File: src/rtl/sm83_bus_ctrl_if.sv
`default_nettype none
// ============================================================================
// Module   : sm83_bus_ctrl_if
// Brief    : Strobe, request and external-bus bundle for sm83_bus_ctrl.
// Revision : 1.0 - initial release
// ============================================================================
interface sm83_bus_ctrl_if #(
  parameter int ADDR_WIDTH = 16,
  parameter int DATA_WIDTH = 8
);
  logic                  t1;
  logic                  t2;
  logic                  t3;
  logic                  t4;
  logic                  req_rd;
  logic                  req_wr;
  logic [ADDR_WIDTH-1:0] req_addr;
  logic [DATA_WIDTH-1:0] req_wdata;
  logic [DATA_WIDTH-1:0] d_in;
  logic [ADDR_WIDTH-1:0] a;
  logic [DATA_WIDTH-1:0] d_out;
  logic                  d_oe;
  logic                  cs_n;
  logic                  rd_n;
  logic                  wr_n;
  logic                  busy;
  logic [DATA_WIDTH-1:0] rdata;
  logic                  rdata_valid;
  logic                  bus_err;
  logic [ADDR_WIDTH-1:0] dbg_last_addr;
  logic [15:0]           dbg_cycles;

  modport master (
    output t1, t2, t3, t4, req_rd, req_wr, req_addr, req_wdata, d_in,
    input  a, d_out, d_oe, cs_n, rd_n, wr_n, busy, rdata, rdata_valid,
           bus_err, dbg_last_addr, dbg_cycles
  );

  modport slave (
    input  t1, t2, t3, t4, req_rd, req_wr, req_addr, req_wdata, d_in,
    output a, d_out, d_oe, cs_n, rd_n, wr_n, busy, rdata, rdata_valid,
           bus_err, dbg_last_addr, dbg_cycles
  );
endinterface
`default_nettype wire

File: src/rtl/sm83_bus_ctrl.sv
`default_nettype none
// ============================================================================
// Module   : sm83_bus_ctrl
// Brief    : SM83 external memory bus controller; one 4-T-state bus cycle per
//            M-cycle. Optional debug counters enabled by SM83_BUS_DBG_EN.
// Revision : 1.0 - initial release
// ============================================================================
module sm83_bus_ctrl #(
  parameter int ADDR_WIDTH = 16,
  parameter int DATA_WIDTH = 8
) (
  input  wire logic      clk,
  input  wire logic      reset,
  sm83_bus_ctrl_if.slave bus
);

  typedef enum logic [1:0] {
    S_IDLE  = 2'd0,
    S_READ  = 2'd1,
    S_WRITE = 2'd2
  } state_t;

  state_t                r_state;
  state_t                w_state_nxt;

  logic [ADDR_WIDTH-1:0] r_a;
  logic [DATA_WIDTH-1:0] r_wdata;
  logic [DATA_WIDTH-1:0] r_d_out;
  logic [DATA_WIDTH-1:0] r_rdata;
  logic                  r_d_oe;
  logic                  r_cs_n;
  logic                  r_rd_n;
  logic                  r_wr_n;
  logic                  r_busy;
  logic                  r_rdata_valid;
  logic                  r_bus_err;

  logic                  w_load_a;
  logic                  w_set_err;
  logic                  w_load_dout;
  logic                  w_d_oe;
  logic                  w_cs_n;
  logic                  w_rd_n;
  logic                  w_wr_n;
  logic                  w_busy;
  logic                  w_rdata_valid;

  always_ff @(posedge clk or posedge reset) begin
    if (reset) r_state <= S_IDLE;
    else       r_state <= w_state_nxt;
  end

  always_comb begin
    w_state_nxt = r_state;
    w_load_a    = 1'b0;
    w_set_err   = 1'b0;
    if (bus.t4) begin
      if (bus.req_rd) begin
        w_state_nxt = S_READ;
        w_load_a    = 1'b1;
        w_set_err   = bus.req_wr;
      end else if (bus.req_wr) begin
        w_state_nxt = S_WRITE;
        w_load_a    = 1'b1;
      end else begin
        w_state_nxt = S_IDLE;
      end
    end

    // Values are those of the T-state being entered (t4 edge -> t1, t1 -> t2, ...)
    w_busy        = (w_state_nxt != S_IDLE);
    w_cs_n        = !w_busy;
    w_rd_n        = (w_state_nxt != S_READ);
    w_wr_n        = !((w_state_nxt == S_WRITE) && (bus.t1 || bus.t2));
    w_d_oe        = (w_state_nxt == S_WRITE) && !bus.t4;
    w_rdata_valid = (r_state == S_READ) && bus.t3;
    w_load_dout   = (r_state == S_WRITE) && bus.t1;
  end

  always_ff @(posedge clk or posedge reset) begin
    if (reset) begin
      r_a           <= '0;
      r_wdata       <= '0;
      r_d_out       <= '0;
      r_rdata       <= '0;
      r_d_oe        <= 1'b0;
      r_cs_n        <= 1'b1;
      r_rd_n        <= 1'b1;
      r_wr_n        <= 1'b1;
      r_busy        <= 1'b0;
      r_rdata_valid <= 1'b0;
      r_bus_err     <= 1'b0;
    end else begin
      r_d_oe        <= w_d_oe;
      r_cs_n        <= w_cs_n;
      r_rd_n        <= w_rd_n;
      r_wr_n        <= w_wr_n;
      r_busy        <= w_busy;
      r_rdata_valid <= w_rdata_valid;
      if (w_load_a) begin
        r_a     <= bus.req_addr;
        r_wdata <= bus.req_wdata;
      end
      if (w_load_dout)   r_d_out   <= r_wdata;
      if (w_rdata_valid) r_rdata   <= bus.d_in;
      if (w_set_err)     r_bus_err <= 1'b1;
    end
  end

  assign bus.a           = r_a;
  assign bus.d_out       = r_d_out;
  assign bus.d_oe        = r_d_oe;
  assign bus.cs_n        = r_cs_n;
  assign bus.rd_n        = r_rd_n;
  assign bus.wr_n        = r_wr_n;
  assign bus.busy        = r_busy;
  assign bus.rdata       = r_rdata;
  assign bus.rdata_valid = r_rdata_valid;
  assign bus.bus_err     = r_bus_err;

`ifdef SM83_BUS_DBG_EN
  logic [ADDR_WIDTH-1:0] r_dbg_last_addr;
  logic [15:0]           r_dbg_cycles;
  logic                  w_cycle_end;

  assign w_cycle_end = bus.t4 && (r_state != S_IDLE);

  always_ff @(posedge clk or posedge reset) begin
    if (reset) begin
      r_dbg_last_addr <= '0;
      r_dbg_cycles    <= '0;
    end else if (w_cycle_end) begin
      r_dbg_last_addr <= r_a;
      r_dbg_cycles    <= r_dbg_cycles + 16'd1;
    end
  end

  assign bus.dbg_last_addr = r_dbg_last_addr;
  assign bus.dbg_cycles    = r_dbg_cycles;
`else
  assign bus.dbg_last_addr = '0;
  assign bus.dbg_cycles    = '0;
`endif

`ifdef FORMAL
  always_comb assume ($onehot({bus.t1, bus.t2, bus.t3, bus.t4}));
`endif

endmodule
`default_nettype wire

File: src/flat_wrapper.sv
// flat-port wrapper written by rule: the top's interface ports become plain ports
module sm83_bus_ctrl_flat 
#(
  parameter int ADDR_WIDTH = 16,
  parameter int DATA_WIDTH = 8
)
  (clk, reset, bus_t1, bus_t2, bus_t3, bus_t4, bus_req_rd, bus_req_wr, bus_req_addr, bus_req_wdata, bus_d_in, bus_a, bus_d_out, bus_d_oe, bus_cs_n, bus_rd_n, bus_wr_n, bus_busy, bus_rdata, bus_rdata_valid, bus_bus_err, bus_dbg_last_addr, bus_dbg_cycles);
  sm83_bus_ctrl_if #(.ADDR_WIDTH(ADDR_WIDTH), .DATA_WIDTH(DATA_WIDTH)) bus_i ();
  input  wire logic clk;
  input  wire logic reset;
  input wire logic [$bits(bus_i.t1)-1:0] bus_t1;
  input wire logic [$bits(bus_i.t2)-1:0] bus_t2;
  input wire logic [$bits(bus_i.t3)-1:0] bus_t3;
  input wire logic [$bits(bus_i.t4)-1:0] bus_t4;
  input wire logic [$bits(bus_i.req_rd)-1:0] bus_req_rd;
  input wire logic [$bits(bus_i.req_wr)-1:0] bus_req_wr;
  input wire logic [$bits(bus_i.req_addr)-1:0] bus_req_addr;
  input wire logic [$bits(bus_i.req_wdata)-1:0] bus_req_wdata;
  input wire logic [$bits(bus_i.d_in)-1:0] bus_d_in;
  output wire logic [$bits(bus_i.a)-1:0] bus_a;
  output wire logic [$bits(bus_i.d_out)-1:0] bus_d_out;
  output wire logic [$bits(bus_i.d_oe)-1:0] bus_d_oe;
  output wire logic [$bits(bus_i.cs_n)-1:0] bus_cs_n;
  output wire logic [$bits(bus_i.rd_n)-1:0] bus_rd_n;
  output wire logic [$bits(bus_i.wr_n)-1:0] bus_wr_n;
  output wire logic [$bits(bus_i.busy)-1:0] bus_busy;
  output wire logic [$bits(bus_i.rdata)-1:0] bus_rdata;
  output wire logic [$bits(bus_i.rdata_valid)-1:0] bus_rdata_valid;
  output wire logic [$bits(bus_i.bus_err)-1:0] bus_bus_err;
  output wire logic [$bits(bus_i.dbg_last_addr)-1:0] bus_dbg_last_addr;
  output wire logic [$bits(bus_i.dbg_cycles)-1:0] bus_dbg_cycles;
  assign bus_i.t1 = bus_t1;
  assign bus_i.t2 = bus_t2;
  assign bus_i.t3 = bus_t3;
  assign bus_i.t4 = bus_t4;
  assign bus_i.req_rd = bus_req_rd;
  assign bus_i.req_wr = bus_req_wr;
  assign bus_i.req_addr = bus_req_addr;
  assign bus_i.req_wdata = bus_req_wdata;
  assign bus_i.d_in = bus_d_in;
  assign bus_a = bus_i.a;
  assign bus_d_out = bus_i.d_out;
  assign bus_d_oe = bus_i.d_oe;
  assign bus_cs_n = bus_i.cs_n;
  assign bus_rd_n = bus_i.rd_n;
  assign bus_wr_n = bus_i.wr_n;
  assign bus_busy = bus_i.busy;
  assign bus_rdata = bus_i.rdata;
  assign bus_rdata_valid = bus_i.rdata_valid;
  assign bus_bus_err = bus_i.bus_err;
  assign bus_dbg_last_addr = bus_i.dbg_last_addr;
  assign bus_dbg_cycles = bus_i.dbg_cycles;
  sm83_bus_ctrl #(.ADDR_WIDTH(ADDR_WIDTH), .DATA_WIDTH(DATA_WIDTH)) u_core (.clk(clk), .reset(reset), .bus(bus_i));
endmodule
File: config.mk
export PLATFORM = sky130hd
export DESIGN_NAME = sm83_bus_ctrl_flat
export DESIGN_NICKNAME = d
export VERILOG_FILES = /design/src/rtl/sm83_bus_ctrl_if.sv /design/src/rtl/sm83_bus_ctrl.sv /design/src/flat_wrapper.sv
export SDC_FILE = /design/constraint.sdc
export NUM_CORES = 1
export LEC_CHECK = 0
export ABC_AREA = 1
export BUFFER_PORTS_ARGS = -buffer_cell sky130_fd_sc_hd__buf_2
export CAP_MARGIN = 40
export CORE_UTILIZATION = 40
export DETAILED_ROUTE_END_ITERATION = 10
export PLACE_DENSITY = 0.71
export SETUP_SLACK_MARGIN = 0.4
export SLEW_MARGIN = 20
export SYNTH_ARGS = -nofsm -noshare
export SYNTH_HDL_FRONTEND = slang
export SYNTH_SLANG_ARGS = --single-unit
File: constraint.sdc
create_clock -name clk -period 2 [get_ports clk]
set_input_delay 0.6 -clock clk [delete_from_list [all_inputs] [get_ports clk]]
set_output_delay 0.6 -clock clk [all_outputs]
set_load 0.01 [all_outputs]
==> impl_metrics.ini <==
[grt]
grt_pass1_wl_mm = 6.96
grt_pass1_vias = 1459
antenna_found_initial = 0
grt-ovfl-total = 0
gr-usage-all-layers_pct = 15.1
grt_max_degree = 33

[worst_setup_path]
cp-startpoint = u_core.bus.wr_n
worst-path-max-fanout = 1
critical_path.cell_chain = buf_2
crit_path_top_delay_cell = dfstp_2
critPathTopFamily = flip-flops
cp_num_cells = 1
reg2reg_depth = 5
crit_type = reg -> out
r2r-end = u_core.bus.rdata[4]
cp-endpoint = bus_wr_n
r2r_slack_ns = 0.89
crit_arrival_ns = 0.94
end_kind = output port
cp_data_required_time_ns = 1.40
r2r_start = u_core.r_state[1]
cp-start-kind = flop
critPathBufInv = 1
slowest_delay_ns = 0.52

[layout]
drive_gt1_share_pct = 35.0
area_growth_pct = 18.5
final_common_cell = buf_2
final_cell_mix = buf_2, nand2_1, dfrtp_1
insertedDiodeCount = 0
nets = 345

[status]
status = completed

[yosys]
ys_seq_area_share_pct = 55.6
syn_avg_cell_area_um2 = 9.75
synthDistinctLibCells = 22
syn_inst = 227
synthFlopType = dfrtp_1
synth_edf_count = 0
syn_area_um2 = 2210
yosysWarnings = 0
synth-seq-cells = 49
synthArstFlopShare_pct = 100

[floorplan]
die_h_um = 76.4
rows = 26
die_w_um = 76.4
coreArea_um2 = 5200
ios = 111
dieArea_um2 = 5830
initial_core_util_pct = 42.5

[route]
antenna_left = 0
wl_per_cell_um = 11.0
wl_mm = 4.12
drc = 0
drt_pre_antenna_iters = 4
vias_per_cell = 4.26
drtIter0Drc = 73
via_count = 1603

[min_path]
hp-class = in -> async

[sta]
post-route-period-util_pct = 77.1
rsz0062_at_grt = no
setup_viol = 0
fin_crit_ns = 1.54
fin_ws_ns = 0.459
finalClockSkew_ns = 0.00688
drv_slew = 0
hold_viol = 0
fmaxAchievable_ghz = 0.649
tns_ns = 0

[clock_tree]
clk_latency_ns = 0.29
clkSlewWorstSetupHoldPaths_ns = 0.09
numCtsBuffers = 5
cts_hold_buf = 0
cts_tree = built
post_cts_resized = 0
clockBufferDepth = 2
clkSinkCount = 49
cts-root-buf = clkbuf_8
post_cts_buffers = 0
cts_max_level = 2

[run]
cap_violations = 0

[placement]
place_congestion = 0.801
place_ws_ns = 0.502
place.port_buffers = 78
dp_hpwl_mm = 3.08

[power_and_ir_drop]
total_power_mw = 2.44
p_per_area_nw_per_um2 = 932
leakagePower_nw = 1.49
ir_drop_uv = 381
-- flip-flops by register name (all words and copies together), names as in the netlist --
name and count:
u_core.bus.cs_n 1, u_core.r_wdata 8, u_core.bus.rdata 8, u_core.bus.wr_n 1, u_core.bus.d_oe 1, u_core.bus.a 16
u_core.bus.busy 1, u_core.r_state 2, u_core.bus.rd_n 1, u_core.bus.bus_err 1, u_core.bus.d_out 8, u_core.bus.rdata_valid 1
-- Yosys cell counts (2+ instances only) --
cell type,number,area share [%]
nand2_1,74,13
dfrtp_1,46,52
buf_4,34,12
nand3_1,18,4.1
inv_1,15,2.5
o21ai_0,9,2.0
o21ai_2,8,3.2
buf_6,3,1.5
dfstp_2,3,3.6
nor2_1,3,0.51
nand2_2,2,0.57
nand2_4,2,1.0
-- through the flow --
stage	hold slack, ns	cells	utilization (%)	instance area, µm²
after floorplan	0.448	258	-	2330
after global placement	0.435	368	48.2	2510
after detailed placement	0.439	368	48.2	2510
after CTS	0.298	376	50.4	2620
after global routing	0.314	376	50.4	2620
final	0.295	376	50.4	2620
-- final cells by class --
cell class                      instances  area, µm²
Fill cell                             518       2580
Sequential cell                        49       1230
Multi-Input combinational cell        154        716
Timing Repair Buffer                   79        410
Tap cell                               70       87.6
Clock buffer                            7       86.3
Inverter                               16       63.8
Clock inverter                          1       30.0
-- cells by family after synthesis --
| family | count (synthesis) | share of synthesized area [%] |
|---|---|---|
| buf+inv | 55 | 17.4 |
| compound gates | 18 | 5.54 |
| flops | 49 | 55.6 |
| simple gates | 104 | 21.4 |
| other cells | 1 | 0.169 |
-- where the power goes --
group          internal, mW  switching [mW]
Sequential             1.15          0.0736
Clock                 0.408           0.305
Combinational         0.202           0.309
Total                  1.76           0.687
-- worst min path at each step --
stage	from	endpoint	cells past startpoint
2_1_floorplan	u_core.r_state[0]	u_core.bus.d_oe	1
3_3_place_gp	u_core.bus.bus_err	u_core.bus.bus_err	1
3_5_place_dp	u_core.bus.bus_err	u_core.bus.bus_err	1
4_1_cts	reset	u_core.r_state[1]	2
5_1_grt	reset	u_core.bus.rdata[5]	2
6_report	reset	u_core.bus.rdata[4]	2
-- routing by layer --
layer	global-route usage, %	routed length (µm)
met2	23.1	1850
met1	21.0	1920
met3	4.91	324
met5	0	0
met4	3.46	33
Note: power is estimated with default switching activity, not from simulation.
